===== src/rtl/frame_config_if.sv =====
// Bitstream word channel into the frame config loader.
// Handshake: a word transfers on the rising clock edge where ConfigValid and
// ConfigReady are both high; ConfigWord must be stable while ConfigValid is
// high, and the source may raise or drop ConfigValid at any time.
interface frame_config_if;
  logic [31:0] ConfigWord;
  logic        ConfigValid;
  logic        ConfigReady;

  modport master (
    output ConfigWord,
    output ConfigValid,
    input  ConfigReady
  );

  modport slave (
    input  ConfigWord,
    input  ConfigValid,
    output ConfigReady
  );
endinterface


===== src/rtl/frame_config_loader.sv =====
// Frame configuration loader: finds the sync word in a 32-bit bitstream,
// parses a header per frame, assembles one data word per tile row and then
// pulses a one-hot frame strobe on the addressed column/frame.
module frame_config_loader #(
  parameter int          FrameBitsPerRow = 32,
  parameter int          MaxFramesPerCol = 20,
  parameter int          NumRows         = 4,
  parameter int          NumColumns      = 4,
  parameter logic [31:0] SyncWord        = 32'hFAB0_FAB1,
  parameter logic [31:0] DesyncWord      = 32'hFAB0_FAB0
) (
  input  logic                                   UserCLK,
  input  logic                                   resetn,
  frame_config_if.slave                          cfg,
  output logic [NumRows*FrameBitsPerRow-1:0]     FrameData,
  output logic [NumColumns*MaxFramesPerCol-1:0]  FrameStrobe,
  output logic                                   Synced,
  output logic                                   Error,
  output logic [15:0]                            FrameCount,
  output logic [1:0]                             DbgState
);

  localparam int STROBE_W = NumColumns * MaxFramesPerCol;
  localparam int IDX_W    = (STROBE_W > 1) ? $clog2(STROBE_W) : 1;
  localparam int ROW_W    = (NumRows > 1) ? $clog2(NumRows) : 1;

  localparam logic [ROW_W-1:0] LAST_ROW  = ROW_W'(NumRows - 1);
  localparam logic [7:0]       COL_LIMIT = 8'(NumColumns);
  localparam logic [4:0]       FRM_LIMIT = 5'(MaxFramesPerCol);

  typedef enum logic [1:0] {
    ST_DESYNC = 2'd0,
    ST_SYNCED = 2'd1,
    ST_DATA   = 2'd2,
    ST_STROBE = 2'd3
  } state_t;

  state_t r_state;
  state_t w_state_next;

  logic [FrameBitsPerRow-1:0] r_rows [NumRows];
  logic [ROW_W-1:0]           r_row;
  logic [IDX_W-1:0]           r_idx;
  logic                       r_hdr_bad;
  logic [STROBE_W-1:0]        r_strobe;
  logic                       r_synced;
  logic                       r_error;
  logic [15:0]                r_count;

  logic              w_ready;
  logic              w_accept;
  logic              w_is_sync;
  logic              w_is_desync;
  logic              w_hdr_load;
  logic              w_data_load;
  logic              w_last_row;
  logic              w_fire;
  logic [7:0]        w_hdr_col;
  logic [4:0]        w_hdr_frm;
  logic              w_hdr_bad;
  logic [IDX_W-1:0]  w_hdr_idx;
  logic [STROBE_W-1:0] w_onehot;

  assign w_accept    = cfg.ConfigValid & w_ready;
  assign w_is_sync   = (cfg.ConfigWord == SyncWord);
  assign w_is_desync = (cfg.ConfigWord == DesyncWord);
  assign w_last_row  = (r_row == LAST_ROW);

  // Header decode: only col = word[15:8] and frm = word[4:0] matter.
  assign w_hdr_col = cfg.ConfigWord[15:8];
  assign w_hdr_frm = cfg.ConfigWord[4:0];
  assign w_hdr_bad = (w_hdr_col >= COL_LIMIT) || (w_hdr_frm >= FRM_LIMIT);
  assign w_hdr_idx = IDX_W'(w_hdr_col) * IDX_W'(MaxFramesPerCol) + IDX_W'(w_hdr_frm);
  assign w_onehot  = {{(STROBE_W-1){1'b0}}, 1'b1} << r_idx;

  // State register.
  always_ff @(posedge UserCLK or negedge resetn) begin
    if (!resetn) r_state <= ST_DESYNC;
    else         r_state <= w_state_next;
  end

  // Next-state decode from the accepted word and row position.
  always_comb begin
    w_state_next = r_state;
    unique case (r_state)
      ST_DESYNC: begin
        if (w_accept && w_is_sync) w_state_next = ST_SYNCED;
      end
      ST_SYNCED: begin
        if (w_accept) begin
          if (w_is_desync)     w_state_next = ST_DESYNC;
          else if (!w_is_sync) w_state_next = ST_DATA;
        end
      end
      ST_DATA: begin
        if (w_accept && w_last_row) w_state_next = r_hdr_bad ? ST_SYNCED : ST_STROBE;
      end
      ST_STROBE: w_state_next = ST_SYNCED;
      default:   w_state_next = ST_DESYNC;
    endcase
  end

  // Per-state outputs: ready is held low during reset and in the strobe cycle.
  always_comb begin
    w_ready     = 1'b0;
    w_hdr_load  = 1'b0;
    w_data_load = 1'b0;
    w_fire      = 1'b0;
    unique case (r_state)
      ST_DESYNC: w_ready = resetn;
      ST_SYNCED: begin
        w_ready    = resetn;
        w_hdr_load = w_accept & ~w_is_sync & ~w_is_desync;
      end
      ST_DATA: begin
        w_ready     = resetn;
        w_data_load = w_accept;
        w_fire      = w_accept & w_last_row & ~r_hdr_bad;
      end
      ST_STROBE: w_ready = 1'b0;
      default:   w_ready = 1'b0;
    endcase
  end

  // Capture header fields and track which row the next data word fills.
  always_ff @(posedge UserCLK or negedge resetn) begin
    if (!resetn) begin
      r_row     <= '0;
      r_idx     <= '0;
      r_hdr_bad <= 1'b0;
    end else if (w_hdr_load) begin
      r_row     <= '0;
      r_idx     <= w_hdr_idx;
      r_hdr_bad <= w_hdr_bad;
    end else if (w_data_load) begin
      r_row <= w_last_row ? '0 : r_row + ROW_W'(1);
    end
  end

  // Row data is written only when a data word is accepted, so it stays stable
  // through the strobe and until the next frame overwrites it.
  always_ff @(posedge UserCLK or negedge resetn) begin
    if (!resetn) begin
      r_rows <= '{default: '0};
    end else if (w_data_load) begin
      r_rows[r_row] <= cfg.ConfigWord;
    end
  end

  // One-cycle strobe launched by the edge that accepts the last good row.
  always_ff @(posedge UserCLK or negedge resetn) begin
    if (!resetn)     r_strobe <= '0;
    else if (w_fire) r_strobe <= w_onehot;
    else             r_strobe <= '0;
  end

  // Frame counter advances together with the strobe.
  always_ff @(posedge UserCLK or negedge resetn) begin
    if (!resetn)     r_count <= '0;
    else if (w_fire) r_count <= r_count + 16'd1;
  end

  // Sticky error on any out-of-range header.
  always_ff @(posedge UserCLK or negedge resetn) begin
    if (!resetn)                      r_error <= 1'b0;
    else if (w_hdr_load && w_hdr_bad) r_error <= 1'b1;
  end

  // Synced mirrors the state being entered, so it changes with the state.
  always_ff @(posedge UserCLK or negedge resetn) begin
    if (!resetn) r_synced <= 1'b0;
    else         r_synced <= (w_state_next != ST_DESYNC);
  end

  // Flatten the row registers onto the FrameData bus.
  always_comb begin
    FrameData = '0;
    for (int r = 0; r < NumRows; r++) begin
      FrameData[r*FrameBitsPerRow +: FrameBitsPerRow] = r_rows[r];
    end
  end

  assign cfg.ConfigReady = w_ready;
  assign FrameStrobe     = r_strobe;
  assign Synced          = r_synced;
  assign Error           = r_error;
  assign FrameCount      = r_count;
  assign DbgState        = r_state;

endmodule


===== src/flat_wrapper.sv =====
// flat-port wrapper written by rule: the top's interface ports become plain ports
module frame_config_loader_flat 
#(
  parameter int          FrameBitsPerRow = 32,
  parameter int          MaxFramesPerCol = 20,
  parameter int          NumRows         = 4,
  parameter int          NumColumns      = 4,
  parameter logic [31:0] SyncWord        = 32'hFAB0_FAB1,
  parameter logic [31:0] DesyncWord      = 32'hFAB0_FAB0
)
  (UserCLK, resetn, FrameData, FrameStrobe, Synced, Error, FrameCount, DbgState, cfg_ConfigWord, cfg_ConfigValid, cfg_ConfigReady);
  frame_config_if cfg_i ();
  input  logic UserCLK;
  input  logic resetn;
  output logic [NumRows*FrameBitsPerRow-1:0] FrameData;
  output logic [NumColumns*MaxFramesPerCol-1:0] FrameStrobe;
  output logic Synced;
  output logic Error;
  output logic [15:0] FrameCount;
  output logic [1:0] DbgState;
  input wire logic [$bits(cfg_i.ConfigWord)-1:0] cfg_ConfigWord;
  input wire logic [$bits(cfg_i.ConfigValid)-1:0] cfg_ConfigValid;
  output wire logic [$bits(cfg_i.ConfigReady)-1:0] cfg_ConfigReady;
  assign cfg_i.ConfigWord = cfg_ConfigWord;
  assign cfg_i.ConfigValid = cfg_ConfigValid;
  assign cfg_ConfigReady = cfg_i.ConfigReady;
  frame_config_loader #(.FrameBitsPerRow(FrameBitsPerRow), .MaxFramesPerCol(MaxFramesPerCol), .NumRows(NumRows), .NumColumns(NumColumns), .SyncWord(SyncWord), .DesyncWord(DesyncWord)) u_core (.UserCLK(UserCLK), .resetn(resetn), .cfg(cfg_i), .FrameData(FrameData), .FrameStrobe(FrameStrobe), .Synced(Synced), .Error(Error), .FrameCount(FrameCount), .DbgState(DbgState));
endmodule

===== config.mk =====
export PLATFORM = sky130hd
export DESIGN_NAME = frame_config_loader_flat
export DESIGN_NICKNAME = d
export VERILOG_FILES = /design/src/rtl/frame_config_if.sv /design/src/rtl/frame_config_loader.sv /design/src/flat_wrapper.sv
export SDC_FILE = /design/constraint.sdc
export NUM_CORES = 1
export LEC_CHECK = 0
export CAP_MARGIN = 20
export CORE_MARGIN = 3
export CORE_UTILIZATION = 42
export DETAILED_ROUTE_END_ITERATION = 6
export PLACE_DENSITY_LB_ADDON = 0.3
export SLEW_MARGIN = 20
export SYNTH_ARGS = -nofsm -noshare
export SYNTH_HDL_FRONTEND = slang
export SYNTH_SLANG_ARGS = --single-unit

===== constraint.sdc =====
create_clock -name UserCLK -period 1.5 [get_ports UserCLK]
set_input_delay 0.45 -clock UserCLK [delete_from_list [all_inputs] [get_ports UserCLK]]
set_output_delay 0.45 -clock UserCLK [all_outputs]
set_load 0.02 [all_outputs]

==> results of run 1 <==
==> layout make-up <==
class,instances,area [um2]
fill,1273,5358
timing repair buffer,427,4528
tap,275,344.1
sequential,238,5963
multi-input combinational,373,4026
clock buffer,38,734.5
inverter,12,45.04
clock inverter,6,88.84
==> timing repair <==
| item | in CTS | in global routing |
|---|---|---|
| gates resized for setup | 1399 | 303 |
| buffers inserted | 30 | 27 |
| hold endpoints to repair | 7 | 0 |
| pin swaps | 24 | 56 |
| hold buffers | 1 | 0 |
| setup endpoints to repair | 464 | 514 |
| gates cloned | 8 | 9 |
==> power breakdown <==
| group | internal, W | switching [W] | total (W) |
|---|---|---|---|
| logic | 0.00611 | 0.00487 | 0.0110 |
| registers | 0.00819 | 0.00136 | 0.00955 |
| clock network | 0.00371 | 0.00250 | 0.00620 |
==> metrics by stage <==
step | instances | util, % | cell area (um2)
floorplan | 643 | - | 9205
global placement | 1254 | 60.64 | 12790
detailed placement | 1254 | 60.64 | 12790
CTS | 1337 | 67.60 | 14250
global route | 1369 | 74.59 | 15730
finish | 1369 | 74.59 | 15730
==> layer usage <==
metal / up-vias / global-route usage (%) / part of all wire (%) / wire, um
li1: 3080 / - / - / -
met1: 3511 / 26.59 / 39 / 11140
met2: 231 / 36.44 / 50 / 14390
met3: 52 / 8.378 / 8.5 / 2432
met4: 0 / 4.115 / 2.3 / 668
met5: - / 0 / 0 / 0
==> kinds of logic (layout without fill, tap and decap cells) <==
family	after synthesis	in the layout	share of synthesized area (%)
AOI/OAI and AO/OA	18	19	1.286
xor gates and xnor gates	21	21	2.034
adders and majority gates	12	12	1.743
buffers and inverters	33	483	1.978
DFF	238	238	65.85
muxes	136	136	17.06
and+or+nand+nor	185	185	10.06
==> critical path: stages (launching register included) <==
cell and delay [ns]:
sky130_fd_sc_hd__dfrtp_2 0.41, sky130_fd_sc_hd__buf_6 0.12, sky130_fd_sc_hd__a21boi_2 0.13, sky130_fd_sc_hd__buf_6 0.14
==> flip-flops by register name, summed over array words and instances (netlist names) <==
signal and cells:
u_core.DbgState 2, u_core.Error 1, u_core.FrameData 128, u_core.Synced 1
u_core.FrameStrobe 80, u_core.r_row 2, u_core.r_idx 7, u_core.r_hdr_bad 1
u_core.FrameCount 16
==> worst paths after layout <==
check	startpoint	endpoint	slack, ns
min in group UserCLK	cfg_ConfigWord[22]	u_core.FrameData[118]$_DFFE_PN0P_	0.28
min	resetn	u_core.FrameCount[10]$_DFFE_PN0P_	0.04
max	u_core.DbgState[1]$_DFF_PN0_	cfg_ConfigReady	-0.26
max in group asynchronous	resetn	u_core.FrameData[16]$_DFFE_PN0P_	0.41
max reg2reg	u_core.DbgState[0]$_DFF_PN0_	u_core.FrameData[10]$_DFFE_PN0P_	-0.24
min reg2reg	u_core.FrameData[75]$_DFFE_PN0P_	u_core.FrameData[75]$_DFFE_PN0P_	0.53
==> cell usage after synthesis, types with 2 or more instances <==
cell / number
sky130_fd_sc_hd__nand3b_1: 2
sky130_fd_sc_hd__a21o_1: 2
sky130_fd_sc_hd__xor2_1: 12
sky130_fd_sc_hd__nor4_4: 2
sky130_fd_sc_hd__buf_4: 2
sky130_fd_sc_hd__nand3_1: 13
sky130_fd_sc_hd__o21ai_0: 5
sky130_fd_sc_hd__nand2_1: 30
sky130_fd_sc_hd__a21oi_1: 5
sky130_fd_sc_hd__nand4bb_1: 2
sky130_fd_sc_hd__and2_1: 2
sky130_fd_sc_hd__mux2_2: 129
sky130_fd_sc_hd__nor2_1: 91
sky130_fd_sc_hd__mux2i_1: 3
sky130_fd_sc_hd__ha_1: 11
sky130_fd_sc_hd__inv_1: 12
sky130_fd_sc_hd__or3_1: 5
sky130_fd_sc_hd__and4_1: 2
sky130_fd_sc_hd__nor3b_1: 2
sky130_fd_sc_hd__mux2_4: 4
sky130_fd_sc_hd__nand4_1: 8
sky130_fd_sc_hd__dfrtp_1: 238
sky130_fd_sc_hd__xnor2_1: 9
sky130_fd_sc_hd__or2_2: 2
sky130_fd_sc_hd__nor3_1: 8
sky130_fd_sc_hd__buf_6: 4
sky130_fd_sc_hd__nor4_1: 3
sky130_fd_sc_hd__buf_2: 14
==> summary.txt, run 1 <==
die extent in x -> 152.8 um
total power draw -> 0.02673 W
Area contributors post-synth -> sky130_fd_sc_hd__dfrtp_1 (66%), sky130_fd_sc_hd__mux2_2 (16%), sky130_fd_sc_hd__nor2_1 (3.8%)
share of the synthesized area in the top cell type -> 65.85%
worst setup slack after layout -> -0.2599 ns
failing checks -> setup timing
static leakage power -> 7.467 nW
run status -> finished, violations left
worst-path fanout max -> 2
highest clock rate -> 568.2 MHz
sequential area share after synthesis -> 65.85%
area growth from synthesis to layout -> 73.91%
commonest cells after routing, fill and taps aside -> sky130_fd_sc_hd__buf_6 (234), sky130_fd_sc_hd__dfrtp_1 (232), sky130_fd_sc_hd__buf_4 (106), sky130_fd_sc_hd__mux2_2 (92), sky130_fd_sc_hd__nor2_4 (66)
clock buffers created by TritonCTS -> 24
number of antenna cells inserted -> 0
data arrival time of the worst path -> 1.31 ns
dominant synthesized flop cell -> sky130_fd_sc_hd__dfrtp_1
final setup fails -> 268
average vias per placed instance -> 5.021
Hold Violations, Final -> 0
slew at the pin closest to its max-slew limit -> 0.7542 ns
antenna violations before repair -> 0
maximum number of pins on one net before global-route repair -> 78
IO Port Bufs -> 263
first-pass GRT wire length -> 40.39 mm
Setup crit start kind -> flop
post-route worst hold slack -> 0.04102 ns
most common cell after layout, fill and taps aside -> sky130_fd_sc_hd__buf_6
weighted congestion at the end of routability-driven global placement -> 0.7857
length of the first detailed-routing pass in iterations -> 4
synthesized instance count -> 643
highest ir drop seen on vdd -> 0.001652 V
maximum clock path buffer count -> 3
mean post-synth cell area -> 14.07 um2
final-report max-slew violation count -> 0
HPWL reported at the end of detailed placement -> 16.64 mm
later-pin clock latency in the skew report -> 0.52 ns
fraction of final layout cells with drive strength greater than 1 -> 65.90%
number of flops mapped to enable cells by yosys -> 0
final antenna-violating net count -> 0
Fin Setup TNS -> -38.30 ns
setup repair after global routing missed its margin -> true
row cnt -> 53
Die Area -> 0.02333 mm2
Hold WC Path Type -> in -> async
Max-Cap Viols -> 0
maximum level of the CTS H-tree -> 1
number of sinks handled by clock tree synthesis -> 238
Mapped Area -> 0.009045 mm2
iteration-0 DRC count of the detailed router -> 239
Yosys Warn Count -> 0
average wire per standard cell -> 20.91 um
via count of the first global-routing pass -> 7114
overall routing resource usage -> 21.51%
max_slew headroom -> 49.72%
post-route minimum period -> 1.760 ns
net count of the finished layout -> 1123
number of synthesized register bits -> 238
worst r2r path cells -> 7
worst clock skew on the final layout -> 0.009187 ns
type of the worst setup path -> reg -> out
post-synthesis cell type with the largest combined area -> sky130_fd_sc_hd__dfrtp_1
clock-pin slew of the registers on the worst-case setup and hold paths -> 0.06 ns
endpoint required time on the critical path -> 1.05 ns
ys async rst share -> 100.0%
type of element capturing the critical path -> output pin
initial cell density of the core -> 42.89%
Period Utilization, post-route -> 117.3%
chip height -> 152.8 um
synth unique cells -> 49
clock tree from TritonCTS -> done
root buffer cell -> sky130_fd_sc_hd__clkbuf_16
count of unresolved DRC violations after routing -> 0
post-synth net total -> 690
worst setup slack before clock tree synthesis -> -0.9182 ns
total vias in the final route -> 6874
routed wire length -> 28.63 mm
num ports -> 264
power density relative to cell area -> 1699 mW/mm2
total congestion overflow -> 0
Std-Cell Core Area -> 0.02109 mm2
Power figures use the tool's default switching activity.
==> inputs of run 2 (changes only) <==
- SETUP_SLACK_MARGIN: unset -> 0.5
==> run 2 against run 1 <==
Effect of this change: the run still ends with setup timing left; clock power increased by 2%; clock skew is essentially flat; critical path type is now in -> reg; hold slack better by 0.033 ns.
==> summary.txt, run 2 (synthesized netlist as in run 1, its figures left out) <==
setup slack, reg-to-reg -> -0.28 ns (was -0.24 ns)
area growth from synthesis to layout -> 73.66% (was 73.91%)
total congestion overflow -> 0 (unchanged)
overall routing resource usage -> 20.83% (was 21.51%)
slowest cell on the critical path -> sky130_fd_sc_hd__clkdlybuf4s50_1 (was sky130_fd_sc_hd__dfrtp_2)
Die Area -> 0.02333 mm2 (unchanged)
clock tree from TritonCTS -> done (unchanged)
worst r2r path cells -> 7 (unchanged)
IO Port Bufs -> 263 (unchanged)
run status -> finished, violations left (unchanged)
routed wire length -> 29.23 mm (was 28.63 mm)
highest ir drop seen on vdd -> 0.001264 V (was 0.001652 V)
length of the first detailed-routing pass in iterations -> 4 (unchanged)
Largest stage delay, worst path -> 0.48 ns (was 0.41 ns)
num ports -> 264 (unchanged)
Setup crit start kind -> input pin (was flop)
Hold Violations, Final -> 0 (unchanged)
Largest register FFs -> 128 (unchanged)
average wire per standard cell -> 21.37 um (was 20.91 um)
maximum level of the CTS H-tree -> 1 (unchanged)
die extent in x -> 152.8 um (unchanged)
later-pin clock latency in the skew report -> 0.52 ns (about the same)
data arrival time of the worst path -> 2.20 ns (was 1.31 ns)
source of the worst register-to-register timing path -> u_core.DbgState[0]$_DFF_PN0_ (unchanged)
filler instances -> 1252 (was 1273)
fraction of final layout cells with drive strength greater than 1 -> 64.59% (was 65.90%)
number of placed cells counting well taps -> 1251 (was 1254)
Std-Cell Core Area -> 0.02109 mm2 (unchanged)
commonest cells after routing, fill and taps aside -> sky130_fd_sc_hd__buf_6 (243), sky130_fd_sc_hd__dfrtp_1 (231), sky130_fd_sc_hd__buf_4 (118), sky130_fd_sc_hd__mux2_2 (75), sky130_fd_sc_hd__mux2_4 (58) (was sky130_fd_sc_hd__buf_6 (234), sky130_fd_sc_hd__dfrtp_1 (232), sky130_fd_sc_hd__buf_4 (106), sky130_fd_sc_hd__mux2_2 (92), sky130_fd_sc_hd__nor2_4 (66))
final cell area excluding filler cells -> 0.01571 mm2 (was 0.01573 mm2)
initial cell density of the core -> 42.89% (unchanged)
count of unresolved DRC violations after routing -> 0 (unchanged)
Reg2Reg Capture Point -> u_core.FrameData[91]$_DFFE_PN0P_ (was u_core.FrameData[10]$_DFFE_PN0P_)
total vias in the final route -> 6885 (was 6874)
kind of cell adding the most delay to the critical path -> simple AND/OR/NAND/NOR gates (was flip-flops)
post-route minimum period -> 1.791 ns (was 1.760 ns)
iteration-0 DRC count of the detailed router -> 312 (was 239)
type of the worst setup path -> in -> reg (was reg -> out)
average vias per placed instance -> 5.033 (was 5.021)
worst path bufs/invs -> 1 (was 2)
worst-path fanout max -> 8 (was 2)
final antenna-violating net count -> 0 (unchanged)
maximum number of pins on one net before global-route repair -> 133 (was 78)
setup repair after global routing missed its margin -> true (unchanged)
power density relative to cell area -> 1725 mW/mm2 (was 1699 mW/mm2)
final setup fails -> 336 (was 268)
failing checks -> setup timing (unchanged)
most common cell after layout, fill and taps aside -> sky130_fd_sc_hd__buf_6 (unchanged)
highest clock rate -> 558.4 MHz (was 568.2 MHz)
number of sinks handled by clock tree synthesis -> 238 (unchanged)
Max-Cap Viols -> 0 (unchanged)
chip height -> 152.8 um (unchanged)
row cnt -> 53 (unchanged)
via count of the first global-routing pass -> 7006 (was 7114)
slew at the pin closest to its max-slew limit -> 0.7215 ns (was 0.7542 ns)
cell area after placement -> 0.01306 mm2 (was 0.01279 mm2)
clock-pin slew of the registers on the worst-case setup and hold paths -> 0.07 ns (was 0.06 ns)
max_slew headroom -> 51.90% (was 49.72%)
final cell count without fillers -> 1368 (was 1369)
worst clock skew on the final layout -> 0.008797 ns (was 0.009187 ns)
weighted congestion at the end of routability-driven global placement -> 0.8126 (was 0.7857)
worst setup path startpoint -> cfg_ConfigValid (was u_core.DbgState[1]$_DFF_PN0_)
maximum clock path buffer count -> 3 (unchanged)
Sequential Area -> 0.005964 mm2 (was 0.005963 mm2)
HPWL reported at the end of detailed placement -> 17.00 mm (was 16.64 mm)
Hold Buf Count CTS -> 0 (was 1)
Hold WC Path Type -> in -> async (unchanged)
CP Cell Sequence -> clkdlybuf4s50_1 > nand2_1 > or3_2 > a21oi_4 > mux2_2 (was buf_6 > a21boi_2 > buf_6)
final-report max-slew violation count -> 0 (unchanged)
number of antenna cells inserted -> 0 (unchanged)
static leakage power -> 7.460 nW (was 7.467 nW)
root buffer cell -> sky130_fd_sc_hd__clkbuf_16 (unchanged)
type of element capturing the critical path -> flop (was output pin)
clock buffers created by TritonCTS -> 25 (was 24)
Period Utilization, post-route -> 119.4% (was 117.3%)
endpoint required time on the critical path -> 1.91 ns (was 1.05 ns)
worst setup slack after layout -> -0.2910 ns (was -0.2599 ns)
first-pass GRT wire length -> 39.01 mm (was 40.39 mm)
antenna violations before repair -> 0 (unchanged)
net count of the finished layout -> 1123 (unchanged)
area of the multi-input gates -> 0.003860 mm2 (was 0.004026 mm2)
[run 2: worst reg2reg max path, stage by stage (launching register included)]
cell,delay (ns)
sky130_fd_sc_hd__dfrtp_2,0.42
sky130_fd_sc_hd__buf_12,0.14
sky130_fd_sc_hd__nand2b_4,0.17
sky130_fd_sc_hd__nor2_4,0.19
sky130_fd_sc_hd__buf_6,0.15
sky130_fd_sc_hd__nand2_8,0.10
sky130_fd_sc_hd__buf_12,0.18
sky130_fd_sc_hd__mux2_4,0.31
[run 2: worst max-delay path by stage]
stage / end / slack [ns] / cells past startpoint
floorplan: u_core.r_hdr_bad$_DFFE_PN0P_ / -0.33 / 5
global placement: u_core.r_idx[6]$_DFFE_PN0P_ / -0.92 / 8
detailed placement: u_core.r_idx[6]$_DFFE_PN0P_ / -0.95 / 5
CTS: cfg_ConfigReady / -0.31 / 3
global route: cfg_ConfigReady / -0.34 / 3
finish: u_core.r_idx[6]$_DFFE_PN0P_ / -0.29 / 5
[run 2: layout make-up]
class | count | area share, %
flip-flops and latches | 238 | 37.97
repair buffers | 427 | 29.65
multi-input cells | 372 | 24.57
clock buffers | 34 | 4.453
well taps | 275 | 2.191
clock inverters | 10 | 0.8762
inverters | 12 | 0.2868
[run 2: where the power goes]
part	internal (W)	switching (W)	total, W
clock network	0.00378	0.00255	0.00633
registers	0.00819	0.00137	0.00956
logic	0.00631	0.00490	0.0112
[run 2: what timing repair did]
item | in CTS | in global routing
endpoints found under the setup margin | 467 | 467
buffers inserted | 26 | 29
gates cloned | 0 | 18
resized for setup | 1429 | 183
pin swaps | 11 | 25
[run 2: metrics by stage]
step	hold slack [ns]	setup WS, ns	power (W)	setup TNS (ns)	utilization (%)
6_report	0.07358	-0.2910	0.02709	-47.55	74.49
5_1_grt	0.1316	-0.3444	0.02820	-67.72	74.49
4_1_cts	0.1108	-0.3102	0.02610	-35.43	68.43
3_5_place_dp	0.4475	-0.9516	0.01868	-134.67	61.91
3_3_place_gp	0.4460	-0.9170	0.01857	-131.30	61.91
2_1_floorplan	0.1544	-0.3313	0.01382	-9.926	-
[run 2: layer usage]
| metal | share of wire, % | global-route usage (%) |
|---|---|---|
| met1 | 39 | 26.18 |
| met2 | 50 | 34.18 |
| met3 | 7.8 | 7.242 |
| met4 | 2.4 | 6.491 |
| met5 | 0 | 0 |
==> inputs of run 3 (changes only) <==
- GPL_TIMING_DRIVEN: unset -> 0
==> run 3 against run 2 <==
Effect of this change: the run ends with hold timing, setup timing left; design area is 2.1% lower; die area stayed put; sequential power is 0.4% lower; via count is 2.5% lower; sequential share of layout area is 0.84 points higher; wire length is 4.7% lower; critical path depth is 2 higher; clock power is 3% lower; combinational power is 4% lower; critical endpoint is now u_core.FrameData[8]$_DFFE_PN0P_.
==> summary.txt, run 3 (synthesized netlist as in run 1, its figures left out) <==
run status -> finished, violations left (unchanged)
failing checks -> hold timing, setup timing (was setup timing)
slowest cell on the critical path -> sky130_fd_sc_hd__dfrtp_2 (was sky130_fd_sc_hd__clkdlybuf4s50_1)
data arrival time of the worst path -> 2.17 ns (was 2.20 ns)
count of unresolved DRC violations after routing -> 0 (unchanged)
Reg2Reg Capture Point -> u_core.FrameData[8]$_DFFE_PN0P_ (was u_core.FrameData[91]$_DFFE_PN0P_)
cell area after placement -> 0.01253 mm2 (was 0.01306 mm2)
average wire per standard cell -> 20.81 um (was 21.37 um)
Hold WC Path Type -> in -> async (unchanged)
area of the multi-input gates -> 0.003684 mm2 (was 0.003860 mm2)
clock-pin slew of the registers on the worst-case setup and hold paths -> 0.07 ns (about the same)
fraction of final layout cells with drive strength greater than 1 -> 63.22% (was 64.59%)
root buffer cell -> sky130_fd_sc_hd__clkbuf_16 (unchanged)
worst path bufs/invs -> 3 (was 1)
Die Area -> 0.02333 mm2 (unchanged)
num ports -> 264 (unchanged)
number of antenna cells inserted -> 0 (unchanged)
average vias per placed instance -> 5.019 (was 5.033)
final-report max-slew violation count -> 0 (unchanged)
clock buffers created by TritonCTS -> 25 (unchanged)
worst setup slack before clock tree synthesis -> -1.196 ns (was -0.9516 ns)
maximum clock path buffer count -> 3 (unchanged)
filler instances -> 1338 (was 1252)
IO Port Bufs -> 263 (unchanged)
commonest cells after routing, fill and taps aside -> sky130_fd_sc_hd__buf_6 (252), sky130_fd_sc_hd__dfrtp_1 (229), sky130_fd_sc_hd__mux2_2 (96), sky130_fd_sc_hd__buf_4 (74), sky130_fd_sc_hd__mux2_4 (37) (was sky130_fd_sc_hd__buf_6 (243), sky130_fd_sc_hd__dfrtp_1 (231), sky130_fd_sc_hd__buf_4 (118), sky130_fd_sc_hd__mux2_2 (75), sky130_fd_sc_hd__mux2_4 (58))
type of element capturing the critical path -> flop (unchanged)
worst setup path startpoint -> u_core.DbgState[0]$_DFF_PN0_ (was cfg_ConfigValid)
highest ir drop seen on vdd -> 0.001655 V (was 0.001264 V)
Max-Cap Viols -> 0 (unchanged)
via count of the first global-routing pass -> 7111 (was 7006)
worst r2r path cells -> 7 (unchanged)
initial cell density of the core -> 42.89% (unchanged)
worst clock skew on the final layout -> 0.009097 ns (was 0.008797 ns)
Sequential Area -> 0.005967 mm2 (was 0.005964 mm2)
total vias in the final route -> 6716 (was 6885)
highest clock rate -> 563.5 MHz (was 558.4 MHz)
final cell area excluding filler cells -> 0.01537 mm2 (was 0.01571 mm2)
kind of cell adding the most delay to the critical path -> flip-flops (was simple AND/OR/NAND/NOR gates)
most common cell after layout, fill and taps aside -> sky130_fd_sc_hd__buf_6 (unchanged)
chip height -> 152.8 um (unchanged)
overall routing resource usage -> 22.17% (was 20.83%)
static leakage power -> 7.289 nW (was 7.460 nW)
endpoint required time on the critical path -> 1.90 ns (was 1.91 ns)
area growth from synthesis to layout -> 69.95% (was 73.66%)
die extent in x -> 152.8 um (unchanged)
total congestion overflow -> 0 (unchanged)
Hold Violations, Final -> 73 (was 0)
weighted congestion at the end of routability-driven global placement -> 0.7793 (was 0.8126)
post-route minimum period -> 1.775 ns (was 1.791 ns)
CP Cell Sequence -> buf_6 > nand2b_4 > nor2_4 > buf_12 > nand2_8 > clkbuf_16 > mux2_4 (was clkdlybuf4s50_1 > nand2_1 > or3_2 > a21oi_4 > mux2_2)
number of sinks handled by clock tree synthesis -> 238 (unchanged)
type of the worst setup path -> reg -> reg (was in -> reg)
source of the worst register-to-register timing path -> u_core.DbgState[0]$_DFF_PN0_ (unchanged)
Std-Cell Core Area -> 0.02109 mm2 (unchanged)
Critical Path Sink -> u_core.FrameData[8]$_DFFE_PN0P_ (was u_core.r_idx[6]$_DFFE_PN0P_)
maximum number of pins on one net before global-route repair -> 89 (was 133)
first-pass GRT wire length -> 41.30 mm (was 39.01 mm)
HPWL reported at the end of detailed placement -> 16.53 mm (was 17.00 mm)
final antenna-violating net count -> 0 (unchanged)
post-route worst hold slack -> -0.2204 ns (was 0.07358 ns)
clock tree from TritonCTS -> done (unchanged)
later-pin clock latency in the skew report -> 0.52 ns (about the same)
row cnt -> 53 (unchanged)
final setup fails -> 297 (was 336)
setup slack, reg-to-reg -> -0.27 ns (was -0.28 ns)
Period Utilization, post-route -> 118.3% (was 119.4%)
setup repair after global routing missed its margin -> true (unchanged)
maximum level of the CTS H-tree -> 1 (unchanged)
worst setup slack after layout -> -0.2747 ns (was -0.2910 ns)
worst-path fanout max -> 7 (was 8)
slew at the pin closest to its max-slew limit -> 0.5259 ns (was 0.7215 ns)
net count of the finished layout -> 1091 (was 1123)
routed wire length -> 27.85 mm (was 29.23 mm)
Setup crit start kind -> flop (was input pin)
antenna violations before repair -> 0 (unchanged)
Largest stage delay, worst path -> 0.49 ns (was 0.48 ns)
instance count on the critical path -> 7 (was 5)
power density relative to cell area -> 1715 mW/mm2 (was 1725 mW/mm2)
max_slew headroom -> 64.81% (was 51.90%)
Largest register FFs -> 128 (unchanged)
iteration-0 DRC count of the detailed router -> 165 (was 312)
length of the first detailed-routing pass in iterations -> 4 (unchanged)
-- run 3: report_power, final --
group          internal, W  total [W]  switching (W)
combinational      0.00595     0.0107        0.00475
sequential         0.00819    0.00952        0.00133
clock              0.00355    0.00615        0.00259
-- run 3: cell type report --
class	count	share of cell area, %
Buffer	21	2.181
Clock buffer	34	4.680
Clock inverter	12	0.6593
Inverter	12	0.2930
Multi-Input combinational cell	372	23.96
Sequential cell	238	38.82
Tap cell	275	2.238
Timing Repair Buffer	374	27.17
-- run 3: worst min path at each step --
stage	startpoint	to	slack, ns	cells past startpoint
floorplan	resetn	u_core.DbgState[0]$_DFF_PN0_	0.15	0
CTS	resetn	u_core.FrameData[110]$_DFFE_PN0P_	-0.22	1
finish	resetn	u_core.FrameStrobe[71]$_DFF_PN0_	-0.22	1
global placement	u_core.Error$_DFFE_PN0P_	u_core.Error$_DFFE_PN0P_	0.44	1
global route	resetn	u_core.FrameStrobe[71]$_DFF_PN0_	-0.22	1
detailed placement	u_core.Error$_DFFE_PN0P_	u_core.Error$_DFFE_PN0P_	0.45	1
-- run 3: worst register-to-register path, cell delays in order, from the launching register on --
cell,delay (ns)
sky130_fd_sc_hd__dfrtp_2,0.49
sky130_fd_sc_hd__buf_6,0.15
sky130_fd_sc_hd__nand2b_4,0.17
sky130_fd_sc_hd__nor2_4,0.12
sky130_fd_sc_hd__buf_12,0.13
sky130_fd_sc_hd__nand2_8,0.11
sky130_fd_sc_hd__clkbuf_16,0.20
sky130_fd_sc_hd__mux2_4,0.30
-- run 3: routing by layer --
metal  part of all wire [%]  track usage (%)
met5                      0                0
met4                    1.9            5.558
met3                    8.9            7.668
met2                     51            38.36
met1                     38            26.73
-- run 3: per-stage QoR --
stage | total power [W] | TNS [ns] | util (%) | std cells | hold slack (ns)
2_1_floorplan | 0.01382 | -9.926 | - | 643 | 0.1544
3_3_place_gp | 0.01830 | -4822.56 | 59.15 | 1181 | 0.4421
3_5_place_dp | 0.01840 | -172.95 | 59.43 | 1183 | 0.4468
4_1_cts | 0.02600 | -44.98 | 69.66 | 1301 | -0.2200
5_1_grt | 0.02747 | -64.58 | 72.90 | 1338 | -0.2213
6_report | 0.02636 | -44.47 | 72.90 | 1338 | -0.2204
-- run 3: what timing repair did --
action,4_1_cts,5_1_grt
gates cloned,11,5
buffers inserted,61,32
endpoints found under the hold margin,73,73
endpoints found under the setup margin,467,467
pin swaps,12,18
gates resized for setup,1526,113
